===== config.mk =====
export PLATFORM = sky130hd
export DESIGN_NAME = updown_counter_param
export DESIGN_NICKNAME = d
export VERILOG_FILES = /design/src/rtl/updown_counter_param.sv
export SDC_FILE = /design/constraint.sdc
export NUM_CORES = 1
export LEC_CHECK = 0
export ABC_AREA = 1
export CAP_MARGIN = 5
export CORE_UTILIZATION = 47
export DETAILED_ROUTE_END_ITERATION = 8
export GPL_TIMING_DRIVEN = 0
export PLACE_DENSITY = 0.84
export SETUP_SLACK_MARGIN = 0.3
export SLEW_MARGIN = 20
export SYNTH_ARGS = -nofsm -noshare
export SYNTH_HDL_FRONTEND = slang
export SYNTH_SLANG_ARGS = --single-unit

===== constraint.sdc =====
create_clock -name clk -period 1.7 [get_ports clk]
set_clock_uncertainty 0.15 [all_clocks]
set_input_delay 0.255 -clock clk [delete_from_list [all_inputs] [get_ports clk]]
set_output_delay 0.255 -clock clk [all_outputs]
set_load 0.05 [all_outputs]

===== src/rtl/updown_counter_param.sv =====
// -----------------------------------------------------------------------------
// updown_counter_param
//
// Parametrised up/down event/timebase counter. It supports:
//   - a synchronous parallel load, clamped to MAX_VAL
//   - wrap or saturate behaviour at the count limits
//   - a one-cycle terminal-count pulse
//   - a sticky overflow flag
//
// Optional feature macro: COUNTER_PRESCALE_EN
//   When this macro is defined, an internal prescaler divides the enabled
//   edges by PRESCALE_DIV. When it is undefined, every enabled edge is a
//   count step and PRESCALE_DIV is ignored.
//
// Parameters:
//   WIDTH        counter width in bits (>= 2)
//   MAX_VAL      upper count limit (1 .. 2**WIDTH-1)
//   SATURATE     0 = wrap at the limits, 1 = hold at the limits
//   PRESCALE_DIV step divider (>= 2), used only with COUNTER_PRESCALE_EN
//
// Ports:
//   clk        system clock; all logic runs on the rising edge
//   reset      synchronous, active-high reset
//   enable     count enable
//   count_dir  1 = count up, 0 = count down
//   load       synchronous load strobe; it has priority over enable
//   load_val   value to load; values above MAX_VAL are clamped
//   clear_ovf  clears the sticky ovf flag; a boundary event on the same edge wins
//   count      registered counter value
//   tc         registered terminal-count pulse, one cycle after a boundary step
//   ovf        registered sticky boundary-crossing flag
// -----------------------------------------------------------------------------
module updown_counter_param #(
  parameter int unsigned WIDTH        = 8,
  parameter int unsigned MAX_VAL      = 2**WIDTH - 1,
  parameter int unsigned SATURATE     = 0,
  parameter int unsigned PRESCALE_DIV = 4
) (
  input  logic             clk,
  input  logic             reset,
  input  logic             enable,
  input  logic             count_dir,
  input  logic             load,
  input  logic [WIDTH-1:0] load_val,
  input  logic             clear_ovf,
  output logic [WIDTH-1:0] count,
  output logic             tc,
  output logic             ovf
);

  localparam logic [WIDTH-1:0] LIMIT = WIDTH'(MAX_VAL);
  localparam logic [WIDTH-1:0] ZERO  = {WIDTH{1'b0}};
  localparam logic [WIDTH-1:0] ONE   = WIDTH'(1);

  // Reject illegal configurations at elaboration time.
  if (WIDTH < 2) begin : g_bad_width
    $error("updown_counter_param: WIDTH must be >= 2");
  end
  if ((MAX_VAL < 1) || (MAX_VAL > (2**WIDTH - 1))) begin : g_bad_max
    $error("updown_counter_param: MAX_VAL must lie in 1 .. 2**WIDTH-1");
  end
  if (PRESCALE_DIV < 2) begin : g_bad_div
    $error("updown_counter_param: PRESCALE_DIV must be >= 2");
  end

  logic step;

`ifdef COUNTER_PRESCALE_EN
  localparam int unsigned PW = $clog2(PRESCALE_DIV);
  localparam logic [PW-1:0] PRE_LAST = PW'(PRESCALE_DIV - 1);
  localparam logic [PW-1:0] PRE_ONE  = PW'(1);

  logic [PW-1:0] prescale;

  // Prescaler: it advances on enabled non-load edges and returns to 0 on the stepping edge.
  always_ff @(posedge clk) begin
    if (reset) begin
      prescale <= {PW{1'b0}};
    end else if (load) begin
      prescale <= {PW{1'b0}};
    end else if (enable) begin
      if (prescale == PRE_LAST) begin
        prescale <= {PW{1'b0}};
      end else begin
        prescale <= prescale + PRE_ONE;
      end
    end else begin
      prescale <= prescale;
    end
  end

  assign step = enable & ~load & (prescale == PRE_LAST);
`else
  assign step = enable & ~load;
`endif

  logic [WIDTH-1:0] count_nxt;
  logic             ovf_nxt;
  logic             boundary;

  // Next-state logic: load clamps, a step either moves by one or hits a limit.
  always_comb begin
    count_nxt = count;
    boundary  = 1'b0;
    if (load) begin
      if (load_val > LIMIT) begin
        count_nxt = LIMIT;
      end else begin
        count_nxt = load_val;
      end
    end else if (step) begin
      if (count_dir) begin
        if (count == LIMIT) begin
          boundary  = 1'b1;
          count_nxt = (SATURATE != 0) ? LIMIT : ZERO;
        end else begin
          count_nxt = count + ONE;
        end
      end else begin
        if (count == ZERO) begin
          boundary  = 1'b1;
          count_nxt = (SATURATE != 0) ? ZERO : LIMIT;
        end else begin
          count_nxt = count - ONE;
        end
      end
    end else begin
      count_nxt = count;
    end

    // A boundary event on the same edge as clear_ovf leaves the flag set.
    if (boundary) begin
      ovf_nxt = 1'b1;
    end else if (clear_ovf) begin
      ovf_nxt = 1'b0;
    end else begin
      ovf_nxt = ovf;
    end
  end

  // Output registers. Reset has priority; load and step priority is resolved above.
  always_ff @(posedge clk) begin
    if (reset) begin
      count <= ZERO;
      tc    <= 1'b0;
      ovf   <= 1'b0;
    end else begin
      count <= count_nxt;
      tc    <= boundary;
      ovf   <= ovf_nxt;
    end
  end

endmodule


==> results of run 1 <==
==> metrics by stage <==
step	area (um^2)	setup WS [ns]	hold WS, ns	power [mW]	utilization, %
6_report	1260	0.210	0.0680	0.816	72.2
5_1_grt	1260	0.115	0.0593	0.864	72.2
4_1_cts	1230	0.221	0.0657	0.790	70.8
3_5_place_dp	1170	0.0552	0.325	0.607	67.2
3_3_place_gp	1170	0.0528	0.320	0.600	67.2
2_1_floorplan	941	0.223	0.259	0.513	-
==> synthesized netlist by cell type (2+ instances only) <==
master   instances
nor2_1          10
nand2_1         36
a22oi_1          6
o21ai_0          6
buf_4            2
a21oi_1          4
nor2_2           2
a21oi_2          5
xor2_1           2
nand3_1         15
inv_1           13
nand2_2          2
dfxtp_1         10
ha_1             3
o21ai_1          3
==> sequential cells by signal, indices dropped and copies added, names as in the netlist <==
name,count
tc,1
count,8
ovf,1
==> final timing paths <==
| kind | startpoint | endpoint | slack [ns] | depth (start not counted) |
|---|---|---|---|---|
| setup / recovery | count[2]$_SDFFE_PP0P_ | count[6]$_SDFFE_PP0P_ | 0.21 | 8 |
| hold / removal | reset | count[2]$_SDFFE_PP0P_ | 0.07 | 2 |
| setup reg to reg | count[2]$_SDFFE_PP0P_ | count[6]$_SDFFE_PP0P_ | 0.21 | 8 |
| hold reg to reg | ovf$_SDFFE_PP0P_ | ovf$_SDFFE_PP0P_ | 0.34 | 2 |
==> where the power goes <==
group | total (mW) | leakage (nW) | switching, mW | internal, mW
sequential | 0.287 | 0.0862 | 0.0364 | 0.251
combinational | 0.349 | 0.451 | 0.210 | 0.139
clock | 0.180 | 0.0150 | 0.0887 | 0.0911
total | 0.816 | 0.552 | 0.335 | 0.481
==> worst max-delay path: stages (launching register included) <==
cell and delay (ns):
dfxtp_4 0.39, inv_1 0.11, nand2_1 0.10, nor2_4 0.13
nand2_1 0.10, o21ai_0 0.16, nand3_1 0.11, nand2_1 0.09
nand2_1 0.05
==> area by class of cell <==
type                       instances  area, um^2  area share (%)
multi-input combinational        107         693            55.0
inverter                          15        66.3            5.26
tap                               25        31.3            2.48
clock buffer                       4        26.3            2.09
sequential                        10         220            17.5
buffer                             3        26.3            2.09
timing repair buffer              24         196            15.6
==> routing by layer <==
metal  vias to the layer above  track usage, %  share of wire, %
li1                        506               -                 -
met1                       477            32.0                39
met2                        50            47.4                52
met3                         5            7.94               7.9
met4                         0            8.48               1.2
met5                         -               0                 0
==> timing repair <==
| action | in CTS | in global routing |
|---|---|---|
| gates resized for setup | 57 | 14 |
| endpoints found under the setup margin | 19 | 16 |
| pin swaps | 11 | 3 |
| setup buffers | 3 | 1 |
==> cell families after synthesis <==
logic type	Yosys count	share of synthesized area, %
adder cells (fa/ha/maj)	3	4.23
AO/OA/AOI/OAI	28	20.7
XOR/XNOR	3	2.96
flip-flops	10	22.6
AND/OR/NAND/NOR	73	39.9
buffers and inverters	18	9.59
==> reports/results.ini, run 1 <==
[outcome]
status = completed

[synthesis]
synth_top_area_share_pct = 22.6
synth_edf_count = 0
yosysSeqAreaShare_pct = 22.6
yosysTopAreaCell = dfxtp_1
yosys.cell_types.count = 31
async_flop_share_pct = 0
ys_top_cells_by_area = dfxtp_1, nand2_1, nand3_1
synth_fp_nets = 152
yosysWarnings = 0
syn_inst = 135
ys_ff_latch = 10
syn_avg_cell_area_um2 = 6.57
syn_area_um2 = 887
synth_ff_type = dfxtp_1

[cts]
clock_sinks = 10
cts_tree = done
root_buffer = clkbuf_4
hold_buffers = 0
path_clk_slew_ns = 0.07
ctsHtreeMaxLevel = 1
clk_path_buf_depth = 2
clkLatencyLatePin_ns = 0.27
cts_buffers = 3

[floorplanning]
die_w_um = 45.4
die_area_um2 = 2070
ioPinCount = 24
initial_core_util_pct = 50.8
row_count = 15
core_um2 = 1750
die-height_um = 45.4

[worst_setup_path]
crit_path_end_kind = flip-flop
startpoint_type = flip-flop
cp_max_fo = 8
arrival_ns = 1.51
required_ns = 1.72
critPathKind = reg -> reg

[place]
hpwl_mm = 1.67
dp.cells = 180
io_buffers = 20
place.gp.congestion = 0.897

[global_route]
antenna_found_initial = 0
overflow = 0
grt_use_total_pct = 27.4
grt_pass1_wl_mm = 4.08
grt_max_degree = 11
grt_pass1_vias = 951

[drt]
drc = 0
drt-total-wl_mm = 2.46
via_count = 1038
drt-vias-per-instance = 5.52
routedWlPerCell_um = 13.1
firstDrtPassIters = 4
drtIter0Drc = 32
antenna_left = 0

[timing]
min_period_ns = 1.49
slew_violations = 0
max-slew-margin-rel_pct = 78.5
rsz0062_at_grt = true
final.setup.tns_ns = 0
clock.fmax_mhz = 671
worst_pin_slew_ns = 0.321
hold_viol = 0
setup_viol = 0
min_period_over_period_pct = 87.6

[pwr]
ir_drop_v = 0.000452
p_per_area_nw_per_um2 = 648
p_leak_nw = 0.552

[final_layout]
stdcell_count = 188
antenna_cells = 0
final_cell_mix = nand2_1, nand3_1, clkdlybuf4s50_1
drive_above_1_share_pct = 38.7
fill_cells = 146
area_growth_pct = 42.0
nets = 181
final_common_cell = nand2_1

[worst_hold_path]
hold_path.class = in -> reg

[run]
cap_violations = 0

No activity file was read; power rests on OpenSTA's default activity.
==> run 2: changes to the inputs <==
- SKIP_CTS_REPAIR_TIMING: not set -> 1
- clock period: 1.7 -> 1.55 ns (I/O delays scaled with it)
==> run 2 against run 1 <==
Against the previous run: the run now ends with negative setup slack left; die area did not move; utilization grew 0.22 points; count of clock-buffer cells in the layout is the same; total power grew 8.5%; first-iteration DRC count increased by 9.4%; register-to-register slack worse by 0.15 ns; highest routed layer unchanged.
==> reports/results.ini, run 2 (synthesized netlist as in run 1, its figures left out) <==
[outcome]
status = finished with violations
violations = negative setup slack

[place]
dp.cells = 180
place.gp.congestion = 0.901
io_buffers = 20
dpl_cell_area_um2 = 1180
hpwl_mm = 1.81
pre_cts_ws_ns = -0.102

[worst_setup_path]
crit_buf_inv = 1
cp_max_fo = 8
required_ns = 1.17
reg2reg_setup_slack_ns = 0.06
worstPathCellList = dlymetal6s2s_1
critPathTopFamily = flip-flops
r2r_cells = 8
arrival_ns = 1.17
crit_slowest_cell = dfxtp_2
startpoint_type = flip-flop
r2r_start = count[2]$_SDFFE_PP0P_
critPathKind = reg -> out
cpPeakStageDelay_ns = 0.45
r2r_end = count[6]$_SDFFE_PP0P_
crit_path_end_kind = primary output
startpoint = count[2]$_SDFFE_PP0P_

[drt]
drc = 0
routedWlPerCell_um = 13.1
firstDrtPassIters = 4
drt-vias-per-instance = 5.61
via_count = 1050
drtIter0Drc = 35
antenna_left = 0
drt-total-wl_mm = 2.46

[floorplanning]
row_count = 15
ioPinCount = 24
die_area_um2 = 2070
die-height_um = 45.4
die_w_um = 45.4
initial_core_util_pct = 50.8
core_um2 = 1750

[pwr]
p_per_area_nw_per_um2 = 701
finalPower_mw = 0.885
p_leak_nw = 0.573
ir_drop_v = 0.000590

[final_layout]
largest_registers = count: 8 flops, ovf: 1 flops, tc: 1 flops
largest-register = count
fin_area_um2 = 1260
final_cell_mix = nand2_1, nand3_1, inv_1, clkdlybuf4s50_1, nor2_1
area_growth_pct = 42.5
final_common_cell = nand2_1
antenna_cells = 0
largest_reg_flops = 8
stdcell_count = 187
nets = 180
drive_above_1_share_pct = 33.3

[timing]
clock.fmax_mhz = 643
setup_viol = 1
min_period_over_period_pct = 100
max-slew-margin-rel_pct = 63.3
slew_violations = 0
hold_viol = 0
min_period_ns = 1.55
fin_ws_ns = -0.00426
worst_pin_slew_ns = 0.549
rsz0062_at_grt = true
hold_slack_ns = 0.0514

[cts]
clk_path_buf_depth = 2
path_clk_slew_ns = 0.07
clock_sinks = 10
clkLatencyLatePin_ns = 0.27
cts_buffers = 3
cts_tree = done
ctsHtreeMaxLevel = 1
root_buffer = clkbuf_4

[worst_hold_path]
hold_path.class = in -> reg
hold_end = count[2]$_SDFFE_PP0P_
hold_start = reset
hold_depth = 2

[global_route]
grt_pass1_wl_mm = 3.97
overflow = 0
grt_max_degree = 11
antenna_found_initial = 0
grt_use_total_pct = 26.4
grt_pass1_vias = 981

[run]
cap_violations = 0

[run 2: changes by cell type in the layout (fill, tap and decap cells not counted), moves of 2 or more]
cell            before  now
buf_4                6    4
nand3_1             11   14
buf_6                1    6
nor2_4               3    1
buf_2                8    0
inv_1                8   10
dlymetal6s2s_1       0    2
nand3_2              5    2
[run 2: per-stage QoR]
| step | TNS, ns | util, % |
|---|---|---|
| after CTS | -3.17 | 69.0 |
| after global routing | -0.167 | 72.4 |
| after detailed placement | -1.02 | 67.5 |
| after floorplan | 0 | - |
| after global placement | -0.591 | 67.5 |
| final | -0.00426 | 72.4 |
[run 2: worst max-delay path by stage]
stage | depth (start not counted) | endpoint | slack (ns)
6_report | 1 | count[2] | -0.004
5_1_grt | 9 | count[6]$_SDFFE_PP0P_ | -0.06
4_1_cts | 1 | count[2] | -0.39
3_5_place_dp | 4 | count[0]$_SDFFE_PP0P_ | -0.10
3_3_place_gp | 1 | count[2] | -0.09
2_1_floorplan | 9 | count[2]$_SDFFE_PP0P_ | 0.07
[run 2: final cells by class]
class	count	area [um^2]
fillers	141	482
repair buffers	23	244
flip-flops and latches	10	218
well taps	25	31.3
clock buffers	4	26.3
multi-input cells	107	654
inverters	15	63.8
plain buffers	3	26.3
[run 2: layer usage]
metal | wire length, um | GRT usage, %
met1 | 1010 | 30.6
met2 | 1280 | 45.1
met3 | 136 | 7.14
met4 | 39 | 10.9
met5 | 0 | 0
[run 2: report_power, final]
group / internal [mW] / total (mW) / switching [mW] / leakage, nW
Sequential: 0.276 / 0.317 / 0.0410 / 0.0859
Clock: 0.0997 / 0.192 / 0.0921 / 0.0150
Combinational: 0.160 / 0.377 / 0.217 / 0.472
==> run 3: changes to the inputs <==
- CORE_UTILIZATION: 47 -> 49
- CTS_BUF_LIST: not set -> sky130_fd_sc_hd__clkbuf_4 sky130_fd_sc_hd__clkbuf_8
- PLACE_DENSITY: 0.84 -> 0.87
- RECOVER_POWER: not set -> 50
==> run 3 against run 2 <==
Against the previous run: the run now ends clean; routed wire length is 9.2% lower; first-iteration DRC count down 34%; sequential cell count did not move; sequential share of layout area grew 0.16 points; maximum frequency up 5.8%; critical endpoint is now count[4]$_SDFFE_PP0P_; largest power group unchanged.
==> reports/results.ini, run 3 (synthesized netlist as in run 1, its figures left out) <==
[cts]
clock_sinks = 10
path_clk_slew_ns = 0.06
ctsHtreeMaxLevel = 1
clk_path_buf_depth = 2
cts_tree = done
cts_buffers = 3
root_buffer = clkbuf_4
clkLatencyLatePin_ns = 0.26

[final_layout]
fill_cells = 131
drive_above_1_share_pct = 36.0
antenna_cells = 0
final_cell_mix = nand2_1, nand3_1, inv_1, clkdlybuf4s50_1, nor2_1
largest-register = count
largest_registers = count: 8 flops, ovf: 1 flops, tc: 1 flops
multi_input_area_um2 = 688
largest_reg_flops = 8
nets = 179
area_growth_pct = 42.7
ff_latch_area_um2 = 220
stdcell_count = 186
fin_area_um2 = 1270
final_common_cell = nand2_1

[outcome]
status = completed

[pwr]
p_per_area_nw_per_um2 = 712
p_leak_nw = 0.545
ir_drop_v = 0.000550

[worst_setup_path]
required_ns = 1.55
r2r_cells = 7
crit_slowest_cell = dfxtp_4
cp_max_fo = 6
critPathKind = reg -> reg
r2r_end = count[4]$_SDFFE_PP0P_
crit_top_cell = nand3_1
startpoint_type = flip-flop
arrival_ns = 1.47
worstPathCellList = inv_8 -> ha_4 -> nand3_1 -> o21ai_0 -> nand3_1 -> nand2_1 -> a21oi_2
reg2reg_setup_slack_ns = 0.08
crit_path_end_kind = flip-flop
r2r_start = count[0]$_SDFFE_PP0P_
critPathTopFamily = flip-flops
cpPeakStageDelay_ns = 0.39
crit_buf_inv = 1

[timing]
clock.fmax_mhz = 680
rsz0062_at_grt = true
worst_pin_slew_ns = 0.592
hold_viol = 0
min_period_ns = 1.47
setup_viol = 0
fin_ws_ns = 0.0804
hold_slack_ns = 0.0522
slew_violations = 0
min_period_over_period_pct = 94.8
max-slew-margin-rel_pct = 60.7

[global_route]
gr-usage-met2_pct = 41.8
overflow = 0
antenna_found_initial = 0
met3_usage_pct = 4.90
grt_util_met1_pct = 32.0
busiest_layer = met2
grt_pass1_vias = 894
grt_max_degree = 11
grt_pass1_wl_mm = 3.69
grt_use_total_pct = 24.9

[drt]
antenna_left = 0
via_count = 998
firstDrtPassIters = 4
drc = 0
routedWlPerCell_um = 12.0
drtIter0Drc = 23
drt-vias-per-instance = 5.37
drt-total-wl_mm = 2.23

[floorplanning]
die_w_um = 44.6
row_count = 15
core_um2 = 1710
die_area_um2 = 1980
initial_core_util_pct = 51.9
die-height_um = 44.6
ioPinCount = 24

[worst_hold_path]
hold_end = count[5]$_SDFFE_PP0P_
hold_path.class = in -> reg
hold_start = reset
hold_depth = 2

[place]
dp.cells = 180
place.gp.congestion = 0.895
io_buffers = 20
pre_cts_ws_ns = -0.0970
hpwl_mm = 1.70
dpl_cell_area_um2 = 1180

[run]
cap_violations = 0

==> run 3: cell count changes in the layout (fill, tap and decap cells not counted), moves of 2 or more <==
cell	before	now
buf_4	4	6
buf_6	6	3
dlymetal6s2s_1	2	0
nor2_4	1	3
==> run 3: where the power goes <==
| part | internal [mW] | switching (mW) |
|---|---|---|
| clock | 0.117 | 0.0875 |
| sequential | 0.275 | 0.0411 |
| combinational | 0.160 | 0.221 |
==> run 3: stage by stage <==
step,total power [mW],utilization (%),setup TNS [ns]
final,0.902,74.1,0
after global routing,0.960,74.1,-0.00472
after CTS,0.876,70.7,-3.21
after detailed placement,0.667,68.9,-0.826
after global placement,0.659,68.9,-0.581
after floorplan,0.564,-,0
==> run 3: worst max path at each step <==
stage / slack, ns / end / startpoint / cells after the start
finish: 0.08 / count[4]$_SDFFE_PP0P_ / count[0]$_SDFFE_PP0P_ / 7
CTS: -0.40 / count[2] / count[2]$_SDFFE_PP0P_ / 1
global placement: -0.09 / count[2] / count[2]$_SDFFE_PP0P_ / 1
floorplan: 0.07 / count[2]$_SDFFE_PP0P_ / count[0]$_SDFFE_PP0P_ / 9
global route: -0.005 / count[6]$_SDFFE_PP0P_ / count[0]$_SDFFE_PP0P_ / 9
detailed placement: -0.1 / count[2] / count[2]$_SDFFE_PP0P_ / 1
==> run 3: area by class of cell <==
type / instances / share of cell area [%]
clock buffer: 4 / 2.37
sequential: 10 / 17.4
multi-input combinational: 107 / 54.3
buffer: 3 / 2.08
timing repair buffer: 22 / 15.9
tap: 25 / 2.47
inverter: 15 / 5.43
==> run 3: layer usage <==
layer	vias up	share of wire (%)
li1	505	-
met1	448	43
met2	43	51
met3	2	6.0
met4	0	0.67
met5	-	0
